File: src/rtl/el_rx_bridge_pkg.sv
// Shared definitions for the el_rx_bridge: dual-rail codes, FSM states and code validation.
package el_rx_bridge_pkg;

   localparam logic [1:0] DR_NULL = 2'b00;
   localparam logic [1:0] DR_ZERO = 2'b01;
   localparam logic [1:0] DR_ONE  = 2'b10;
   localparam logic [1:0] DR_ILL  = 2'b11;

   typedef enum logic [1:0] {
      ST_IDLE    = 2'd0,
      ST_SETTLE  = 2'd1,
      ST_CAPTURE = 2'd2
   } rx_state_e;

   function automatic logic dr_legal(input logic [1:0] code);
      logic ok;
      case (code)
         DR_ZERO, DR_ONE: ok = 1'b1;
         DR_NULL, DR_ILL: ok = 1'b0;
      endcase
      return ok;
   endfunction

endpackage

File: src/rtl/el_rx_fifo.sv
// Synchronous show-ahead FIFO; the head word is held in its own register so it survives emptying.
module el_rx_fifo #(
   parameter int WIDTH = 32,
   parameter int DEPTH = 4
) (
   input  logic             clk,
   input  logic             rst,
   input  logic             push_i,
   input  logic [WIDTH-1:0] push_data_i,
   output logic             full_o,
   input  logic             pop_i,
   output logic             empty_o,
   output logic [WIDTH-1:0] head_o
);

   localparam int          AW      = $clog2(DEPTH);
   localparam logic [AW:0] PTR_ONE = {{AW{1'b0}}, 1'b1};

   logic [AW:0]      wr_ptr_q, wr_ptr_d;
   logic [AW:0]      rd_ptr_q, rd_ptr_d;
   logic [AW:0]      count;
   logic [AW-1:0]    rd_next_idx;
   logic [WIDTH-1:0] mem_q [DEPTH];
   logic [WIDTH-1:0] head_q, head_d;
   logic             do_push, do_pop;

   assign empty_o     = (wr_ptr_q == rd_ptr_q);
   assign full_o      = (wr_ptr_q[AW] != rd_ptr_q[AW]) && (wr_ptr_q[AW-1:0] == rd_ptr_q[AW-1:0]);
   assign count       = wr_ptr_q - rd_ptr_q;
   assign rd_next_idx = rd_ptr_q[AW-1:0] + AW'(1);
   assign do_pop      = pop_i && !empty_o;
   assign do_push     = push_i && (!full_o || do_pop);
   assign head_o      = head_q;

   // NOTE: every signal written here gets a default first, so no path leaves it unassigned and no latch is inferred.
   always_comb begin
      wr_ptr_d = wr_ptr_q;
      rd_ptr_d = rd_ptr_q;
      head_d   = head_q;
      if (do_push) wr_ptr_d = wr_ptr_q + PTR_ONE;
      if (do_pop) begin
         rd_ptr_d = rd_ptr_q + PTR_ONE;
         if (count > PTR_ONE) head_d = mem_q[rd_next_idx];
         else if (do_push)    head_d = push_data_i;
      end else if (do_push && empty_o) begin
         head_d = push_data_i;
      end
   end

   // NOTE: state registers use non-blocking assignments so every flop samples pre-edge values.
   always_ff @(posedge clk or negedge rst) begin
      if (!rst) begin
         wr_ptr_q <= '0;
         rd_ptr_q <= '0;
         head_q   <= '0;
      end else begin
         wr_ptr_q <= wr_ptr_d;
         rd_ptr_q <= rd_ptr_d;
         head_q   <= head_d;
      end
   end

   // NOTE: storage is not reset; a slot is only ever read after it has been written, and head_q supplies the reset value.
   always_ff @(posedge clk) begin
      if (do_push) mem_q[wr_ptr_q[AW-1:0]] <= push_data_i;
   end

endmodule

File: src/rtl/el_rx_bridge.sv
// Receives dual-rail words over a 2-phase toggle handshake and delivers them decoded on a valid/ready FIFO.
module el_rx_bridge
   import el_rx_bridge_pkg::*;
#(
   parameter int WIDTH      = 32,
   parameter int RAIL_NUM   = 2,
   parameter int SETTLE_CYC = 2,
   parameter int DEPTH      = 4
) (
   input  logic                      clk,
   input  logic                      rst,
   input  logic [WIDTH*RAIL_NUM-1:0] in_data,
   input  logic                      in_req,
   output logic                      in_ack,
   output logic [WIDTH-1:0]          out_data,
   output logic                      out_valid,
   input  logic                      out_ready,
   output logic                      err
);

   localparam int          CW          = (SETTLE_CYC > 1) ? $clog2(SETTLE_CYC) : 1;
   localparam logic [CW-1:0] SETTLE_LOAD = CW'(SETTLE_CYC - 1);

   generate
      if (RAIL_NUM != 2) begin : g_bad_rail
         $error("el_rx_bridge: only RAIL_NUM=2 is supported");
      end
      if (SETTLE_CYC < 1) begin : g_bad_settle
         $error("el_rx_bridge: SETTLE_CYC must be at least 1");
      end
      if (DEPTH < 2 || (DEPTH & (DEPTH - 1)) != 0) begin : g_bad_depth
         $error("el_rx_bridge: DEPTH must be a power of two, at least 2");
      end
   endgenerate

   logic             req_meta_q, req_s_q;
   rx_state_e        state_q, state_d;
   logic [CW-1:0]    cnt_q, cnt_d;
   logic             ack_q, ack_d;
   logic             err_q, err_d;
   logic [WIDTH-1:0] dec_word;
   logic             dec_legal;
   logic             pending, fifo_full, fifo_empty, fifo_pop, wr_allowed, push;

   always_ff @(posedge clk or negedge rst) begin
      if (!rst) begin
         req_meta_q <= 1'b0;
         req_s_q    <= 1'b0;
      end else begin
         req_meta_q <= in_req;
         req_s_q    <= req_meta_q;
      end
   end

   always_comb begin
      dec_word  = '0;
      dec_legal = 1'b1;
      for (int i = 0; i < WIDTH; i++) begin
         dec_word[i] = in_data[2*i+1];
         dec_legal   = dec_legal & dr_legal(in_data[2*i +: 2]);
      end
   end

   assign pending    = (req_s_q != ack_q);
   assign fifo_pop   = out_ready && !fifo_empty;
   assign wr_allowed = !fifo_full || fifo_pop;

   always_comb begin
      state_d = state_q;
      cnt_d   = cnt_q;
      ack_d   = ack_q;
      err_d   = err_q;
      push    = 1'b0;
      case (state_q)
         ST_IDLE: begin
            if (pending) begin
               cnt_d   = SETTLE_LOAD;
               state_d = ST_SETTLE;
            end
         end
         ST_SETTLE: begin
            if (cnt_q == '0) state_d = ST_CAPTURE;
            else             cnt_d   = cnt_q - CW'(1);
         end
         ST_CAPTURE: begin
            // A full FIFO holds the word here and withholds the ack, back-pressuring the producer.
            if (!dec_legal) begin
               err_d   = 1'b1;
               ack_d   = ~ack_q;
               state_d = ST_IDLE;
            end else if (wr_allowed) begin
               push    = 1'b1;
               ack_d   = ~ack_q;
               state_d = ST_IDLE;
            end
         end
         default: state_d = ST_IDLE;
      endcase
   end

   always_ff @(posedge clk or negedge rst) begin
      if (!rst) begin
         state_q <= ST_IDLE;
         cnt_q   <= '0;
         ack_q   <= 1'b0;
         err_q   <= 1'b0;
      end else begin
         state_q <= state_d;
         cnt_q   <= cnt_d;
         ack_q   <= ack_d;
         err_q   <= err_d;
      end
   end

   el_rx_fifo #(
      .WIDTH (WIDTH),
      .DEPTH (DEPTH)
   ) u_fifo (
      .clk         (clk),
      .rst         (rst),
      .push_i      (push),
      .push_data_i (dec_word),
      .full_o      (fifo_full),
      .pop_i       (fifo_pop),
      .empty_o     (fifo_empty),
      .head_o      (out_data)
   );

   assign out_valid = !fifo_empty;
   assign in_ack    = ack_q;
   assign err       = err_q;

endmodule

File: config.mk
export PLATFORM = sky130hd
export DESIGN_NAME = el_rx_bridge
export DESIGN_NICKNAME = d
export VERILOG_FILES = /design/src/rtl/el_rx_bridge_pkg.sv /design/src/rtl/el_rx_fifo.sv /design/src/rtl/el_rx_bridge.sv
export SDC_FILE = /design/constraint.sdc
export NUM_CORES = 1
export LEC_CHECK = 0
export BUFFER_PORTS_ARGS = -buffer_cell sky130_fd_sc_hd__buf_4
export CAP_MARGIN = 20
export CORE_ASPECT_RATIO = 1.4
export CORE_MARGIN = 1
export CORE_UTILIZATION = 50
export DETAILED_ROUTE_END_ITERATION = 8
export HOLD_SLACK_MARGIN = 0.12
export PLACE_DENSITY = 0.68
export SKIP_LAST_GASP = 1
export SYNTH_ARGS = -nofsm -noshare
export SYNTH_HDL_FRONTEND = slang
export SYNTH_SLANG_ARGS = --single-unit
File: constraint.sdc
create_clock -name clk -period 4.4 [get_ports clk]
set_input_delay 0.22 -clock clk [delete_from_list [all_inputs] [get_ports clk]]
set_output_delay 0.22 -clock clk [all_outputs]
set_load 0.05 [all_outputs]
---- After elaboration in Yosys (flattened, before gate mapping) ----
Memory sizes are Yosys's and may differ from the RTL's.
Index checks and enable logic that the tools add are counted.
storage, ports and cells
  register bits after elaboration ......... 45
  memory bits (writable) .................. 128
  memories kept ........................... 1
  ROM bits ................................ 0
  latch bits .............................. 0
operators by class
  eq/ne operators ......................... 107
  reduce and logical (&&, ||, !) cells .... 113
  mux-type cells .......................... 51
  shift operators ......................... 0
  add/sub/neg operators ................... 5
  bitwise logic cells ..................... 33
  order comparisons ....................... 1
  multipliers ............................. 0
  div/mod/pow operators ................... 0
memories
  memory        depth  bits a word  read ports  clocked after Yosys merged registers in  write ports  RTL line          RTL
  u_fifo.mem_q  4      32           1           0                                        1            el_rx_fifo.sv:23  logic [WIDTH-1:0] mem_q [DEPTH];
operator list
  cell                                                count
  == test 2 bit, second input constant                65
  2-to-1 mux 32 bit                                   4
  OR reduction 2 bit                                  64
  == test 2 x 1 -> 1 bit, second input constant       33
  logical NOT 2 bit                                   33
  one-hot mux 1 bit (2 select lines)                  33
  AND 1 bit                                           31
  2-to-1 mux 1 bit                                    9
  2-to-1 mux 2 bit                                    4
  AND reduction 2 bit                                 4
  adder 3 x 1 -> 3 bit, second input constant         2
  one-hot mux 2 bit (3 select lines)                  1
  logical AND 1 bit                                   5
  != test 2 bit, second input constant                2
  nonzero test 2 bit                                  2
  == test 3 bit                                       1
  > comparator 3 x 1 -> 1 bit, second input constant  1
  != test 3 x 2 -> 1 bit, second input constant       1
  != test 3 bit, second input constant                1
  AND reduction 3 bit                                 1
  subtractor 3 bit                                    1
  adder 2 x 1 -> 2 bit, second input constant         1
  == test 2 bit                                       1
  logical NOT 1 bit                                   2
  other kinds (5)                                     8

---- Longest topological paths before layout ----
Gate-level depths: netlist (run 1).
  word-level depth ........................ 40
  mapped depth ............................ 9
  mapped depth without buffers ............ 8

---- Hierarchy ----
A second synthesis (run 1) with hierarchy kept.
unflattened totals
  cell total of the unflattened synthesis .. 416
  area, all modules ....................... 7216.9 um^2
modules (own cells, without submodules)
  module        cells an instance  seq. area each (um^2)  instances  area each (um^2)
  el_rx_fifo    348                4794.6                 1          6580.1
  el_rx_bridge  68                 175.2                  1          636.9

---- Least setup slack after synthesis (run 1) ----
Ideal clock, no wire load.
  path type ............................... register -> register
  start point ............................. reg u_fifo.wr_ptr_q[0]
  end point ............................... reg u_fifo.head_q[10] (netlist: u_fifo.head_o[10])
  clock period less this slack ............ 2.561 ns
  path slack .............................. 1.839 ns
  data arrival time ....................... 2.435 ns
  required time ........................... 4.275 ns
  stages on the path, launching flop included .. 9
  cells stage by stage .................... dfrtp_1 -> inv_1 -> ha_1 -> fa_1 -> xnor3_2 -> a21oi_1 -> buf_4 -> mux2_2 -> mux2_4
on the way
  word-level cells in the longest chain between the ends .. 11
  elaborated cells between the ends (all ways) .. 21
  those cells by class .................... add/sub: 1; order compare: 1; eq/ne: 3; mux: 5; reduce/logical: 11
RTL lines
  what                                                       RTL line          RTL
  start, declared                                            el_rx_fifo.sv:19  logic [AW:0] wr_ptr_q, wr_ptr_d;
  start signal, assigned                                     el_rx_fifo.sv:57  wr_ptr_q <= wr_ptr_d;
  branches (longest 11 deep; another with subtractor 3 bit)  -
  end signal, assigned                                       el_rx_fifo.sv:55  head_q <= '0;
  end signal, assigned                                       el_rx_fifo.sv:59  head_q <= head_d;
  end, declared                                              el_rx_fifo.sv:24  logic [WIDTH-1:0] head_q, head_d;
Parallel ways; which one is timed is not known.
A chain may end at the register's enable or synchronous reset.

---- Worst setup path after layout (run 1) ----
  start point ............................. reg u_fifo.wr_ptr_q[0]
  end point ............................... reg u_fifo.head_q[25] (netlist: u_fifo.head_o[25])
The elaborated chain is that of the path after synthesis.

==> reports/qor.csv, run 1 <==
metric,value,unit
status,completed,
DRC Markers,0,
Synth Cell Area,0.007403,sq mm
placeable core area,0.01444,sq mm
Max Root-Sink Buffers,2,
top cell type's share of synthesized area,51.92,%
RSZ-0062 raised after global routing,no,
GRT Util Overall,21.98,%
first-pass GRT wire length,24380,microns
drt initial violations,190,
Critical Path AT,3.45,ns
"Hold Vio Cnt, Final",0,
Sum Neg Setup Slack,0,ns
wire per inst,21.20,microns
critical path launch point type,flop,
CTS Buf Count,17,
Critical Path Most Common Cell,nand3_2,
via/cell ratio,5.353,
routability congestion estimate,0.7656,
post-synth cell types,32,
most area-consuming cells after synthesis,"edfxtp_1 52%, dfrtp_1 15%, mux4_2 9.7%",
via count,3908,
crit-path max FO,26,
Post-synth ARST share,26.01,%
Slew HR,36.03,%
number of gates resized after cts,0,
syn nets,455,
average size of a mapped cell,19.53,sq um
register area share after synthesis,67.13,%
post-DP HPWL,9698,microns
Post-Layout Cell Count,730,
number of antenna diodes,0,
CP max stage delay,0.43,ns
Die Height,146.0,microns
CTS Root Cell,clkbuf_16,
DRT antenna net count,0,
Max-Cap Viols,0,
total gr overflow,0,
CTS tree,done,
"Reg clk slew, reported paths",0.07,ns
vias in the first global route,4369,
Worst VDD drop,0.3716,mV
largest net degree at the start of global routing,46,
Layout Utilization,65.09,%
pwr/cell area,675.5,mW/mm^2
Synth Instances,379,
layout cells sized above 1,46.40,%
crit path max-delay cell type,fa_1,
# clock sinks,173,
clock latency on the worst-skew pair,0.42,ns
"Primary FF master, synth",edfxtp_1,
fin. max-slew vios,0,
#FFs+latches synth,173,
area delta synth->final,26.99,%
postcts setup bufs,0,
placed instance count,663,
first-pass iteration count of the detailed router,4,
Final #Nets,604,
final setup fails,0,
Yosys warning count,0,
Fill cells,1047,
final WL,15480,microns
antenna violations before repair,0,
H-tree depth,4,
starting density of the core,51.26,%
leading area contributor after synthesis,edfxtp_1,
Die Width,104.8,microns
clk_skew,0.007395,ns
Tightest Pin Transition,0.9595,ns
cells along the critical path,"inv_1, ha_1, fa_1, xnor3_2, nand3_2, a2111oi_4, nand3_2, buf_4, mux2_4",
period utilization,71.47,%
HP Class,reg2reg,
Port Buffers,102,
Worst Setup End Kind,flop,
critical path class,reg2reg,
minimum clock period,3.145,ns
"EDFF count, synth",128,
Leak,0.003640,uW
Die Footprint,0.01530,sq mm
CP required,4.71,ns
FMAX,318.0,MHz
I/O pin count,103,
row count,52,
## area by class of cell
cell class                      instances  area (sq um)  area share [%]
Tap cell                              189         236.5           2.515
Timing Repair Buffer                  144          1214           12.91
Clock buffer                           18         439.2           4.671
Clock inverter                         14         182.7           1.943
Inverter                                8         30.03          0.3194
Multi-Input combinational cell        184          2328           24.77
Sequential cell                       173          4971           52.87
## worst max-delay path, delay by kind of cell, from the launching register on
kind,cells,cell delay [ns]
buffers and inverters,2,0.52
flip-flops,1,0.42
adder cells (fa/ha/maj),2,0.65
multiplexers,1,0.36
XOR/XNOR,1,0.28
AND/OR/NAND/NOR,2,0.40
AO/OA/AOI/OAI,1,0.37
## routing by layer
metal	GRT usage, %	vias up	routed length (microns)
met1	26.99	2012	6274
met4	8.732	0	405
met5	0	-	0
li1	-	1784	-
met3	4.389	25	496
met2	38.15	87	8301
## placed cells by master, fill, tap and decap left out, types with 3 or more instances in the layout
cell           count
inv_1              8
clkbuf_16         17
nand4_1           10
buf_4            106
xnor2_1            6
dfrtp_1           44
nand2_1            3
clkinv_4           3
edfxtp_1         128
ha_1               7
inv_6              5
dlygate4sd3_1     35
xor2_1            33
nor2_1             5
and3_2             3
bufinv_16          3
mux4_2            32
mux2_4            30
clkinvlp_4         3
mux2_2            36
## worst paths after layout
kind,start,to,slack (ns),depth (start not counted)
max,u_fifo.wr_ptr_q[0],u_fifo.head_o[25],1.26,9
min,req_meta_q,req_s_q,0.36,0
max reg2reg,u_fifo.wr_ptr_q[0],u_fifo.head_o[25],1.26,9
min reg2reg,req_meta_q,req_s_q,0.36,0
max in group asynchronous,rst,u_fifo.rd_ptr_q[0],3.55,2
min in group asynchronous,rst,u_fifo.head_o[20],0.37,2
## what timing repair did
| item | 4_1_cts | 5_1_grt |
|---|---|---|
| hold buffers | 35 | 0 |
| endpoints found under the setup margin | 0 | 0 |
| hold endpoints to repair | 207 | 0 |
## where the power goes
group | switching (uW) | total (uW) | internal [uW]
Combinational | 1350 | 2700 | 1350
Sequential | 133 | 2090 | 1950
Clock | 643 | 1560 | 920
Total | 2130 | 6350 | 4220
## through the flow
step | hold WS [ns] | total power, uW | instance area (sq um) | setup slack [ns]
2_1_floorplan | -0.07559 | 4066 | 7403 | 1.839
3_3_place_gp | 0.3158 | 4717 | 8402 | 1.353
3_5_place_dp | 0.3038 | 4827 | 8429 | 1.250
4_1_cts | 0.3661 | 6407 | 9402 | 1.234
5_1_grt | 0.3895 | 6618 | 9402 | 1.111
6_report | 0.3613 | 6351 | 9402 | 1.255
## flip-flops by register name, summed over array words and instances (netlist names)
name             cells
u_fifo.mem_q       128
u_fifo.head_o       32
u_fifo.rd_ptr_q      3
u_fifo.wr_ptr_q      3
state_q              2
cnt_q                1
err                  1
in_ack               1
req_meta_q           1
req_s_q              1
## cells in the mapped netlist (2+ instances only)
cell type and instances:
nor2_1 5, buf_4 3, nand3_1 2, inv_1 8, a31o_2 2, nand2_1 3, xor2_1 33, nand4_1 10
and3_1 3, a21oi_1 2, clkbuf_1 4, buf_6 3, ha_1 7, edfxtp_1 128, mux2_2 36, dfrtp_1 45
nor3_1 2, nand3_2 2, xnor2_1 6, mux2_4 30, buf_2 3, mux4_2 32
## logic make-up after synthesis
kind of cell | Yosys count | synth area share, %
DFF | 173 | 67.13
and+or+nand+nor | 30 | 2.501
AOI/OAI and AO/OA | 8 | 1.065
buffers and inverters | 22 | 1.622
adders and majority gates | 8 | 1.453
muxes | 98 | 21.29
xor gates and xnor gates | 40 | 4.935
(Power assumes the default switching activity.)
==> run 2: changes to the inputs <==
--- a/config.mk
+++ b/config.mk
@@ -5,6 +5,7 @@
 export SDC_FILE = /design/constraint.sdc
 export NUM_CORES = 1
 export LEC_CHECK = 0
+export ABC_AREA = 1
 export BUFFER_PORTS_ARGS = -buffer_cell sky130_fd_sc_hd__buf_4
 export CAP_MARGIN = 20
 export CORE_ASPECT_RATIO = 1.4
==> constraint.sdc (replaced) <==
create_clock -name clk -period 2.9 [get_ports clk]
set_input_delay 0.145 -clock clk [delete_from_list [all_inputs] [get_ports clk]]
set_output_delay 0.145 -clock clk [all_outputs]
set_load 0.05 [all_outputs]
==> run 2 against run 1 <==
Against the previous run:
- non-clock buffer count up 8
- cell count up 58%
- synthesized cell count up 110%
- global-route usage up 3.9 points
- largest cell class unchanged
- largest power group unchanged
==> reports/qor.csv, run 2 <==
metric,value,unit
status,completed,
number of antenna diodes,0,
H-tree depth,4,
row count,53,
Die Footprint,0.01625,sq mm
register area share after synthesis,63.15,%
antenna violations before repair,0,
Port Buffers,102,
Sum Neg Setup Slack,0,ns
most area-consuming cells after synthesis,"edfxtp_1 49%, dfrtp_1 14%, nand2_1 11%",
Final #Nets,1022,
"most common cell after layout, fill and taps aside",nand2_1,
first-pass GRT wire length,30880,microns
Tightest Pin Transition,0.6605,ns
Max Root-Sink Buffers,2,
first-pass iteration count of the detailed router,5,
CTS Buf Count,17,
post-place setup slack,0.4459,ns
post-DP HPWL,12910,microns
GRT Util Overall,25.86,%
most frequent cell after synthesis,nand2_1,
Yosys warning count,0,
period utilization,84.31,%
routability congestion estimate,0.8608,
FMAX,409.0,MHz
"EDFF count, synth",128,
Synth Cell Area,0.007870,sq mm
"Reg clk slew, reported paths",0.07,ns
Synth Instances,809,
# clock sinks,173,
#FFs+latches synth,173,
Post-synth ARST share,26.01,%
Die Height,150.4,microns
Post-Layout Cell Count,1151,
critical path class,reg2reg,
syn nets,885,
CTS tree,done,
clock latency on the worst-skew pair,0.42,ns
Switching Share,42.28,%
mux contribution to synthesized area,0,%
Sequential Area,0.004971,sq mm
Synth Area in Adders,1.367,%
starting density of the core,51.82,%
Clk pwr share,23.0,%
final WL,19840,microns
leading area contributor after synthesis,edfxtp_1,
Fill cells,1209,
I/O pin count,103,
total gr overflow,0,
pwr/cell area,953.6,mW/mm^2
CP required,3.26,ns
RSZ-0062 raised after global routing,no,
crit-path max FO,46,
"Hold Vio Cnt, Final",0,
average size of a mapped cell,9.728,sq um
via count,6106,
DRC Markers,0,
Reg power frac,33.7,%
area of the multi-input gates,0.002455,sq mm
clk_skew,0.01128,ns
setup ws final,0.4551,ns
Leak,0.004230,uW
top cell type's share of synthesized area,48.84,%
minimum clock period,2.445,ns
largest family of logic cells by synthesized area,simple AND/OR/NAND/NOR gates,
logic gate share of total power,43.4,%
Worst VDD drop,0.6513,mV
Critical Path AT,2.80,ns
Synth Area in Simple Gates,20.57,%
via/cell ratio,5.305,
largest net degree at the start of global routing,65,
Compound-Gate Fraction of Synth Area,8.013,%
Worst Setup End Kind,flop,
DRT antenna net count,0,
wire per inst,17.24,microns
area delta synth->final,23.75,%
HP Class,in2async,
critical path launch point type,flop,
vias in the first global route,5960,
XOR/XNOR Fraction of Synth Area,1.113,%
post-synth cell types,30,
Die Width,108.0,microns
CTS Root Cell,clkbuf_16,
"Primary FF master, synth",edfxtp_1,
placeable core area,0.01519,sq mm
Cell Int Power,5361,uW
drt initial violations,418,
worst reg-to-reg setup slack,0.46,ns
Synth top cells by count,"240 x nand2_1, 128 x edfxtp_1, 114 x nor2_1",
max reg flops,128,
placed instance count,1084,
final setup fails,0,
layout cells sized above 1,17.31,%
most frequent cells in the layout,"240 x nand2_1, 128 x edfxtp_1, 114 x buf_4, 110 x nor2_1, 69 x o21ai_0",
Max-Cap Viols,0,
fin. max-slew vios,0,
Slew HR,55.97,%
P_sw,3926,uW
[run 2: final timing paths]
kind                       cells past startpoint                 end               start
max reg2reg                                   12   u_fifo.head_o[30]  u_fifo.wr_ptr_q[0]
max in group asynchronous                      2  u_fifo.rd_ptr_q[0]                 rst
min                                            2   u_fifo.head_o[13]                 rst
min in group clk                               8          state_q[1]         in_data[12]
min reg2reg                                    0             req_s_q          req_meta_q
max                                           12   u_fifo.head_o[30]  u_fifo.wr_ptr_q[0]
[run 2: critical path, stage by stage, from the launching register on]
cell     delay, ns
dfrtp_1       0.37
inv_1         0.10
ha_1          0.22
fa_1          0.44
inv_1         0.07
nand2_1       0.06
nand3_2       0.09
nand2_4       0.18
inv_6         0.37
nand2_1       0.08
o21ai_1       0.16
nand3_1       0.13
nand2_1       0.08
[run 2: timing repair]
item,4_1_cts,5_1_grt
hold buffers,35,0
gates resized for setup,0,0
endpoints found under the hold margin,179,0
buffers inserted,0,0
[run 2: final cells by class]
class,instances,area share (%)
Sequential cell,173,51.04
Multi-Input combinational cell,535,25.21
Timing Repair Buffer,152,13.00
Clock buffer,20,4.484
Inverter,67,2.634
Tap cell,192,2.467
Clock inverter,12,1.169
[run 2: cell families after synthesis]
group | Yosys count
flip-flops | 173
buffers and inverters | 101
AO/OA/AOI/OAI | 117
XOR/XNOR | 10
AND/OR/NAND/NOR | 400
adder cells (fa/ha/maj) | 8
[run 2: routing by layer]
metal	vias up	wire (microns)	track usage [%]
met5	-	0	0
met4	0	357	9.315
met3	25	1153	3.506
met2	224	10310	45.57
met1	2907	8012	32.24
li1	2950	-	-
[run 2: power by group through the flow]
stage	combinational, uW	sequential (uW)	clock, uW
floorplan	2150	3820	0
global placement	3890	3160	0
detailed placement	3980	3170	0
CTS	4040	3120	2150
global route	4400	3140	2250
finish	4030	3130	2130
[run 2: stage by stage]
stage / utilization, % / power, uW / area [sq um] / hold WS (ns)
CTS: 64.13 / 9309 / 9739 / 0.2907
floorplan: - / 5976 / 7870 / -0.1506
global route: 64.13 / 9795 / 9739 / 0.3212
finish: 64.13 / 9287 / 9739 / 0.2741
detailed placement: 58.20 / 7153 / 8838 / 0.1867
global placement: 58.20 / 7046 / 8838 / 0.1770
==> run 3: changes to the inputs <==
--- a/config.mk
+++ b/config.mk
@@ -5,7 +5,7 @@
 export SDC_FILE = /design/constraint.sdc
 export NUM_CORES = 1
 export LEC_CHECK = 0
-export ABC_AREA = 1
+export ABC_AREA = 0
 export BUFFER_PORTS_ARGS = -buffer_cell sky130_fd_sc_hd__buf_4
 export CAP_MARGIN = 20
 export CORE_ASPECT_RATIO = 1.4
==> constraint.sdc (replaced) <==
create_clock -name clk -period 2.5 [get_ports clk]
set_input_delay 0.125 -clock clk [delete_from_list [all_inputs] [get_ports clk]]
set_output_delay 0.125 -clock clk [all_outputs]
set_load 0.05 [all_outputs]
==> run 3 against run 2 <==
Against the previous run:
- register-to-register slack worse by 0.45 ns
- core utilization up 3.2 points
- flip-flop and latch count unchanged
- clock power up 29%
- clock skew down 0.0025 ns
- total power up 21%
- cell count down 35%
- cell area down 0.12%
- wire length down 20%
- critical path depth down 4
- largest cell class unchanged
- largest power group unchanged
- highest routed layer unchanged
==> reports/qor.csv, run 3 (same netlist as run 1, synthesis figures left out) <==
metric,value,unit
status,completed,
Reg power frac,32.6,%
Post-Layout Cell Count,752,
max reg flops,128,
via/cell ratio,5.346,
vias in the first global route,4422,
DRC Markers,0,
fin. max-slew vios,0,
Worst Setup End Kind,flop,
DRT antenna net count,0,
Leak,0.003779,uW
most frequent cells in the layout,"128 x edfxtp_1, 118 x buf_4, 44 x dfrtp_1, 36 x mux2_2, 35 x dlygate4sd3_1",
CTS Buf Count,17,
Port Buffers,102,
CP bufs+invs,2,
Sum Neg Setup Slack,0,ns
clk_skew,0.008772,ns
crit path max-delay cell type,dfrtp_2,
Die Height,146.0,microns
Worst VDD drop,0.7573,mV
Cell Int Power,7583,uW
antenna violations before repair,0,
Layout Utilization,67.35,%
CP required,2.80,ns
cell family with most CP delay,multiplexers,
CP max stage delay,0.42,ns
HP Class,in2async,
drt initial violations,201,
total gr overflow,0,
Die Footprint,0.01530,sq mm
Clk pwr share,24.3,%
RSZ-0062 raised after global routing,yes,
first-pass GRT wire length,24820,microns
GRT Util Overall,22.30,%
Max-Cap Viols,0,
pwr/cell area,1159,mW/mm^2
period utilization,99.62,%
crit-path max FO,23,
Die Width,104.8,microns
final WL,15920,microns
Slew HR,53.24,%
layout cells sized above 1,49.20,%
H-tree depth,4,
final setup fails,0,
critical path launch point type,flop,
"most common cell after layout, fill and taps aside",edfxtp_1,
starting density of the core,51.26,%
FMAX,401.5,MHz
I/O pin count,103,
first-pass iteration count of the detailed router,4,
cells along the critical path,"ha_4, fa_2, xnor3_2, buf_4, a21oi_4, buf_12, mux2_2, mux2_4",
routability congestion estimate,0.8070,
placed instance count,679,
row count,52,
CTS Root Cell,clkbuf_16,
minimum clock period,2.491,ns
logic gate share of total power,43.1,%
Max Root-Sink Buffers,2,
area delta synth->final,31.40,%
"Reg clk slew, reported paths",0.06,ns
wire per inst,21.17,microns
post-DP HPWL,9814,microns
"Hold Vio Cnt, Final",0,
# clock sinks,173,
Tightest Pin Transition,0.7015,ns
clock latency on the worst-skew pair,0.42,ns
Fill cells,984,
P_sw,3693,uW
CTS tree,done,
Critical Path AT,2.79,ns
Final #Nets,626,
via count,4020,
number of antenna diodes,0,
Switching Share,32.75,%
placeable core area,0.01444,sq mm
critical path class,reg2reg,
largest net degree at the start of global routing,46,
-- run 3: cell count changes in the layout (fill, tap and decap cells not counted), sizes merged, moves of 32 or more --
| cell | change |
|---|---|
| mux4 | +32 |
| nand2 | -241 |
| inv | -60 |
| mux2 | +66 |
| o21ai | -83 |
| nor2 | -114 |
| o22ai | -32 |
-- run 3: path summary, 6_finish.rpt --
check                           depth (start not counted)                from                  to  slack [ns]
worst max-delay path                                    8  u_fifo.rd_ptr_q[0]    u_fifo.head_o[9]       0.009
worst max register to register                          8  u_fifo.rd_ptr_q[0]    u_fifo.head_o[9]       0.009
min in group clk                                        0          req_meta_q             req_s_q        0.35
worst min-delay path                                    2                 rst   u_fifo.head_o[22]        0.31
worst min register to register                          0          req_meta_q             req_s_q        0.35
max in group asynchronous                               2                 rst  u_fifo.rd_ptr_q[0]        1.69
-- run 3: final cells by class --
type                    count  area, sq um  area share [%]
multi-input cells         184         2381           24.48
well taps                 189        236.5           2.431
inverters                   8        30.03          0.3087
flip-flops and latches    173         4971           51.10
clock buffers              22        454.2           4.669
clock inverters            10        163.9           1.685
repair buffers            166         1491           15.33
-- run 3: routing by layer --
layer  share of wire (%)  GRT usage (%)
met4                0.83          6.549
met1                  40          26.94
met5                   0              0
met3                 2.4          4.030
met2                  56          40.56
-- run 3: metrics by stage --
stage	worst slack, ns	area, sq um	total power (uW)	hold WS, ns
3_5_place_dp	-0.04557	8627	8523	0.2216
5_1_grt	-0.04457	9728	11760	0.3376
6_report	0.009486	9728	11280	0.3094
4_1_cts	-0.01544	9681	11360	0.3172
2_1_floorplan	0.009259	7426	7178	-0.1706
3_3_place_gp	0.01471	8627	8403	0.2123
-- run 3: what timing repair did --
action,in CTS,in global routing
resized for setup,6,5
buffers inserted,4,1
endpoints found under the setup margin,30,119
hold buffers,35,0
endpoints found under the hold margin,207,0
pin swaps,5,6
gates cloned,1,1
-- run 3: power groups by stage --
stage,combinational [uW],sequential [uW],clock (uW)
3_5_place_dp,4790,3730,0
4_1_cts,4900,3680,2780
2_1_floorplan,2540,4640,0
6_report,4860,3670,2740
3_3_place_gp,4690,3720,0
5_1_grt,5140,3720,2900
